===== config.mk =====
export PLATFORM = sky130hd
export DESIGN_NAME = core_reset_seq_flat
export DESIGN_NICKNAME = d
export VERILOG_FILES = /design/src/rtl/core_reset_seq_if.sv /design/src/rtl/core_reset_seq.sv /design/src/flat_wrapper.sv
export SDC_FILE = /design/constraint.sdc
export NUM_CORES = 1
export LEC_CHECK = 0
export ABC_CLOCK_PERIOD_IN_PS = 2250
export BUFFER_PORTS_ARGS = -buffer_cell sky130_fd_sc_hd__buf_2
export CORE_UTILIZATION = 30
export DETAILED_ROUTE_END_ITERATION = 10
export PLACE_DENSITY_LB_ADDON = 0.15
export RECOVER_POWER = 50
export SETUP_SLACK_MARGIN = 0.2
export SLEW_MARGIN = 40
export SYNTH_ARGS = -nofsm -noshare
export SYNTH_HDL_FRONTEND = slang
export SYNTH_SLANG_ARGS = --single-unit

===== constraint.sdc =====
create_clock -name clk_sys -period 2.25 [get_ports clk_sys]
set_clock_uncertainty 0.05 [all_clocks]
set_input_delay 0.1125 -clock clk_sys [delete_from_list [all_inputs] [get_ports clk_sys]]
set_output_delay 0.1125 -clock clk_sys [all_outputs]
set_load 0.005 [all_outputs]

===== src/rtl/core_reset_seq_if.sv =====
// core_reset_seq_if -- control/status bundle of the core reset sequencer.
// The slave modport is the sequencer's view; the master modport is the
// view of whatever drives the requests (OSD, PLL wrapper, testbench).
interface core_reset_seq_if;
    logic       locked;
    logic       sw_reset;
    logic       img_mounted;
    logic       mount_reset_en;
    logic [1:0] cpu_sel;
    logic [3:0] core_nreset;
    logic [3:0] core_en;
    logic [1:0] active_cpu;
    logic       busy;

    modport master (
        output locked, sw_reset, img_mounted, mount_reset_en, cpu_sel,
        input  core_nreset, core_en, active_cpu, busy
    );

    modport slave (
        input  locked, sw_reset, img_mounted, mount_reset_en, cpu_sel,
        output core_nreset, core_en, active_cpu, busy
    );
endinterface


===== src/rtl/core_reset_seq.sv =====
// core_reset_seq -- brings one of four CPU cores out of reset after PLL lock
// and on every core switch: all clocks gated for SETTLE_CYCLES, then the
// selected core clocked but held in reset for HOLD_CYCLES, then released.
// Optional feature: define CORE_RESET_SEQ_MOUNT_RESET_EN to let an image
// mount (img_mounted with mount_reset_en) act as a one-cycle sw_reset.
module core_reset_seq #(
    parameter int unsigned HOLD_CYCLES   = 1024,
    parameter int unsigned SETTLE_CYCLES = 16
) (
    input logic              clk_sys,
    input logic              reset,
    core_reset_seq_if.slave  bus
);

    typedef enum logic [1:0] {
        ST_WAIT_LOCK,
        ST_SETTLE,
        ST_HOLD,
        ST_RUN
    } state_e;

    localparam logic [15:0] HOLD_LOAD   = 16'(HOLD_CYCLES - 1);
    localparam logic [15:0] SETTLE_LOAD = 16'(SETTLE_CYCLES - 1);

    state_e      state_q, state_d;
    logic [15:0] cnt_q, cnt_d;
    logic [15:0] cnt_dec;
    logic [1:0]  act_q, act_d;
    logic [1:0]  sync_q, sync_d;
    logic [3:0]  core_en_q, core_en_d;
    logic [3:0]  core_nreset_q, core_nreset_d;
    logic [1:0]  active_cpu_q, active_cpu_d;
    logic        busy_q, busy_d;
    logic        lock_s;
    logic        rst_req;
    logic [3:0]  sel_onehot;

    assign lock_s     = sync_q[1];
    assign sel_onehot = 4'b0001 << act_q;

`ifdef CORE_RESET_SEQ_MOUNT_RESET_EN
    assign rst_req = bus.sw_reset | (bus.img_mounted & bus.mount_reset_en);
`else
    assign rst_req = bus.sw_reset;
`endif

    // Two-flop synchroniser for the asynchronous PLL lock.
    always_comb begin
        sync_d = {sync_q[0], bus.locked};
    end

    // Next state, relatched core and down-counter; lock loss beats a core
    // switch, which beats a reset request.
    always_comb begin
        // NOTE: every signal gets a default first so no path can infer a latch.
        state_d = state_q;
        cnt_d   = cnt_q;
        act_d   = act_q;
        cnt_dec = (cnt_q == 16'd0) ? 16'd0 : cnt_q - 16'd1;

        if (state_q == ST_WAIT_LOCK) begin
            cnt_d = 16'd0;
            if (lock_s) begin
                state_d = ST_SETTLE;
                act_d   = bus.cpu_sel;
                cnt_d   = SETTLE_LOAD;
            end
        end else if (!lock_s) begin
            state_d = ST_WAIT_LOCK;
            act_d   = 2'd0;
            cnt_d   = 16'd0;
        end else if (bus.cpu_sel != act_q) begin
            state_d = ST_SETTLE;
            act_d   = bus.cpu_sel;
            cnt_d   = SETTLE_LOAD;
        end else begin
            case (state_q)
                ST_SETTLE: begin
                    if (cnt_q == 16'd0) begin
                        state_d = ST_HOLD;
                        cnt_d   = HOLD_LOAD;
                    end else begin
                        cnt_d = cnt_dec;
                    end
                end
                ST_HOLD: begin
                    if (rst_req) begin
                        cnt_d = HOLD_LOAD;
                    end else if (cnt_q == 16'd0) begin
                        state_d = ST_RUN;
                    end else begin
                        cnt_d = cnt_dec;
                    end
                end
                ST_RUN: begin
                    if (rst_req) begin
                        state_d = ST_HOLD;
                        cnt_d   = HOLD_LOAD;
                    end
                end
                default: begin
                    state_d = ST_WAIT_LOCK;
                end
            endcase
        end
    end

    // Output values decoded from the current state; registered one edge later.
    always_comb begin
        core_en_d     = 4'b0000;
        core_nreset_d = 4'b0000;
        busy_d        = (state_q != ST_RUN);
        active_cpu_d  = act_q;
        if (state_q == ST_HOLD || state_q == ST_RUN) begin
            core_en_d = sel_onehot;
        end
        if (state_q == ST_RUN) begin
            core_nreset_d = sel_onehot;
        end
    end

    // State, counter, synchroniser and output registers.
    always_ff @(posedge clk_sys or posedge reset) begin
        if (reset) begin
            state_q       <= ST_WAIT_LOCK;
            cnt_q         <= 16'd0;
            act_q         <= 2'd0;
            sync_q        <= 2'b00;
            core_en_q     <= 4'b0000;
            core_nreset_q <= 4'b0000;
            active_cpu_q  <= 2'd0;
            busy_q        <= 1'b1;
        end else begin
            // NOTE: non-blocking so every flop samples the pre-edge values.
            state_q       <= state_d;
            cnt_q         <= cnt_d;
            act_q         <= act_d;
            sync_q        <= sync_d;
            core_en_q     <= core_en_d;
            core_nreset_q <= core_nreset_d;
            active_cpu_q  <= active_cpu_d;
            busy_q        <= busy_d;
        end
    end

    assign bus.core_en     = core_en_q;
    assign bus.core_nreset = core_nreset_q;
    assign bus.active_cpu  = active_cpu_q;
    assign bus.busy        = busy_q;

endmodule


===== src/flat_wrapper.sv =====
// flat-port wrapper written by rule: the top's interface ports become plain ports
module core_reset_seq_flat 
#(
    parameter int unsigned HOLD_CYCLES   = 1024,
    parameter int unsigned SETTLE_CYCLES = 16
)
  (clk_sys, reset, bus_locked, bus_sw_reset, bus_img_mounted, bus_mount_reset_en, bus_cpu_sel, bus_core_nreset, bus_core_en, bus_active_cpu, bus_busy);
  core_reset_seq_if bus_i ();
  input logic clk_sys;
  input logic reset;
  input wire logic [$bits(bus_i.locked)-1:0] bus_locked;
  input wire logic [$bits(bus_i.sw_reset)-1:0] bus_sw_reset;
  input wire logic [$bits(bus_i.img_mounted)-1:0] bus_img_mounted;
  input wire logic [$bits(bus_i.mount_reset_en)-1:0] bus_mount_reset_en;
  input wire logic [$bits(bus_i.cpu_sel)-1:0] bus_cpu_sel;
  output wire logic [$bits(bus_i.core_nreset)-1:0] bus_core_nreset;
  output wire logic [$bits(bus_i.core_en)-1:0] bus_core_en;
  output wire logic [$bits(bus_i.active_cpu)-1:0] bus_active_cpu;
  output wire logic [$bits(bus_i.busy)-1:0] bus_busy;
  assign bus_i.locked = bus_locked;
  assign bus_i.sw_reset = bus_sw_reset;
  assign bus_i.img_mounted = bus_img_mounted;
  assign bus_i.mount_reset_en = bus_mount_reset_en;
  assign bus_i.cpu_sel = bus_cpu_sel;
  assign bus_core_nreset = bus_i.core_nreset;
  assign bus_core_en = bus_i.core_en;
  assign bus_active_cpu = bus_i.active_cpu;
  assign bus_busy = bus_i.busy;
  core_reset_seq #(.HOLD_CYCLES(HOLD_CYCLES), .SETTLE_CYCLES(SETTLE_CYCLES)) u_core (.clk_sys(clk_sys), .reset(reset), .bus(bus_i));
endmodule

==> flow_summary.toml <==
[detailed_routing]
ant_nets = 0
num_vias = 1385
routed_wl_mm = 3.920
wl_per_cell_um = 14.36
initialDrtViolationCount = 128
viasPerCell = 5.073
first_pass_iters = 4
route.detailed.drc = 0

[worst_hold_path]
hold_class = "in2reg"

[grt]
grt.total_usage_pct = 14.38
grt_start_max_net_pins = 23
gr-total-overflow = 0
grt_pass1_vias = 1347
grt_pass1_wl_mm = 6.437
antenna_found_initial = 0

[clock_tree]
cts_root_buffer = "clkbuf_8"
cts_tree = "done"
clk_latency_ps = 290
cts.sinks = 33
htree_levels = 2
clk_pin_slew_worst_paths_ps = 70
numCtsBuffers = 5
cts_buffer_depth = 2

[synth]
async_flop_share_pct = 100.0
yosys.area.top_type = "dfrtp_1"
ys_warn_count = 0
synth_ff_type = "dfrtp_1"
synth_nets = 179
avgSynthCellArea_sq_um = 9.795
synth-edff-count = 0
synth_top_area_share_pct = 48.37
yosysSeqAreaShare_pct = 49.96
ys_ff_latch = 33
syn_area_sq_um = 1655
synth.distinct_cells = 39
synth_area_leaders = "dfrtp_1, nor2_1, o21ai_0, o211ai_1, a21oi_1"
synthCells = 169

[power_and_ir_drop]
p_int_mw = 1.003
powerDensity_nw_per_um2 = 643.7
p_leak_nw = 0.8846
p_seq_share_pct = 47.3
pwr-share-comb_pct = 11.8
ir_drop_mv = 0.3255
clock_power_share_pct = 40.9
power.switching_mw = 0.3252
switching_share_pct = 24.49
finalPower_mw = 1.328

[final_layout]
num-fill-cells = 554
n_antenna_cell = 0
finalNonFillerCells = 273
fin_area_sq_um = 2063
area_growth_pct = 24.64
fin_util_pct = 39.64
seq_area_sq_um = 827.0
nNetsFinal = 212
drive_gt1_share_pct = 24.63
multiInputGateArea_sq_um = 815.8

[worst_setup_path]
cp.arrival_ps = 2120
max_stage_delay_ps = 400
path_cells = "inv_2, ha_1, nor4b_4, a41oi_2, buf_6, buf_4, o211ai_1, o21ai_1, a211oi_2"
required_ps = 2400
path_class = "reg2reg"
cp-end-kind = "flop"
cp_slowest_cell = "dfrtp_1"
worstSetupStartpointType = "flop"
worstPathMaxFanout = 6

[sta]
slew_violations = 0
setup_viol = 0
final.setup.worst_slack_ps = 277.4
slew_headroom_pct = 44.29
hold_viol_final = 0
worst_pin_slew_ps = 834.8
rsz0062_at_grt = "true"
fin_tns_setup_ps = 0
whs_ps = 9.625
period_needed_ps = 1973
timing.fmax_mhz = 506.9
period_share_pct = 87.67

[floorplan]
die_h_um = 76.28
core_area_sq_um = 5205
ios = 19
start_util_pct = 31.80
rows = 26
die_w_um = 76.28
dieArea_sq_um = 5819

[job]
maxCapViolations = 0

[placed_design]
gp_congestion = 0.7897
post-place-ws_ps = 123.6
port_buffers = 16
dp_cells = 258
hpwl_mm = 2.773
place_area_sq_um = 1857

[run_status]
status = "completed"
critical path: cells and delay by family, from the launching register on:
family	cells	cell delay, ps
AOI/OAI and AO/OA	4	620
DFF	1	400
buffers and inverters	3	400
and+or+nand+nor	1	250
adders and majority gates	1	160
cell families after synthesis:
logic type | Yosys count | synth area share (%)
AO/OA/AOI/OAI | 48 | 18.14
adder cells (fa/ha/maj) | 2 | 1.511
buffers and inverters | 14 | 3.854
AND/OR/NAND/NOR | 65 | 22.83
XOR/XNOR | 7 | 3.704
flip-flops | 33 | 49.96
layout by cell type (no fill, tap or decap), types with 3 or more instances in the layout:
cell	netlist	layout
clkbuf_1	1	6
nor3_1	8	8
nor3b_1	3	3
or4_1	3	3
o21ai_1	4	4
buf_2	3	14
nor2_1	20	19
xor2_1	4	4
inv_1	8	6
nand2_1	12	12
dfrtp_1	32	32
and2_1	4	3
o21ai_0	12	11
clkbuf_8	0	5
o21a_1	5	5
a21oi_1	9	9
xnor2_1	3	3
o211ai_1	8	8
buf_4	2	10
path summary, 6_finish.rpt:
kind / to / startpoint / cells past startpoint / slack, ps
worst max-delay path: u_core.cnt_q[9] / u_core.cnt_q[0] / 9 / 280
worst min-delay path: u_core.act_q[0] / bus_cpu_sel[0] / 3 / 10
worst max register to register: u_core.cnt_q[9] / u_core.cnt_q[0] / 9 / 280
worst min register to register: u_core.sync_q[1] / u_core.sync_q[0] / 0 / 300
max in group asynchronous: u_core.cnt_q[11] / reset / 4 / 920
min in group asynchronous: u_core.act_q[1] / reset / 3 / 480
power groups by stage:
stage	logic, mW	registers, mW	clock network [mW]
4_1_cts	0.151	0.626	0.557
2_1_floorplan	0.0981	0.633	0
3_5_place_dp	0.139	0.637	0
6_report	0.156	0.628	0.543
3_3_place_gp	0.138	0.637	0
5_1_grt	0.175	0.630	0.578
layout make-up:
| cell class | instances | area share [%] |
|---|---|---|
| Inverter | 8 | 1.455 |
| Timing Repair Buffer | 32 | 9.460 |
| Tap cell | 70 | 4.245 |
| Multi-Input combinational cell | 122 | 39.54 |
| Sequential cell | 33 | 40.08 |
| Clock buffer | 6 | 3.517 |
| Clock inverter | 2 | 1.698 |
per-layer routing:
layer / vias up / GRT usage, % / routed length, um / part of all wire [%]
met5: - / 0 / 0 / 0
met4: 0 / 5.769 / 62 / 1.6
met3: 7 / 3.593 / 104 / 2.7
met2: 15 / 23.15 / 1853 / 47
met1: 692 / 18.44 / 1900 / 48
li1: 671 / - / - / -
state kept, by name, indices dropped and copies added (netlist names):
register,count
u_core.cnt_q,16
u_core.bus.busy,1
u_core.act_q,2
u_core.bus.core_en,4
u_core.bus.active_cpu,2
u_core.sync_q,2
u_core.bus.core_nreset,4
u_core.state_q,2
what timing repair did:
item,in CTS,in global routing
hold endpoints to repair,20,0
pin swaps,2,6
hold buffers,2,0
endpoints found under the setup margin,10,16
cloned,0,0
gates resized for setup,2,13
setup buffers,3,2
cells in the mapped netlist (2+ instances only):
cell type	number
o211ai_1	8
nor3b_1	3
ha_1	2
nor3_1	8
a41oi_1	3
buf_2	3
and2_1	4
o21ai_0	12
dfrtp_1	32
or4_1	3
o21ai_1	4
nor2_1	20
o31ai_1	2
inv_1	8
a31oi_1	2
a21oi_1	9
nand2_1	12
o21a_1	5
xnor2_1	3
xor2_1	4
nor2b_1	2
nor4_4	2
buf_4	2
(Power assumes the default switching activity.)
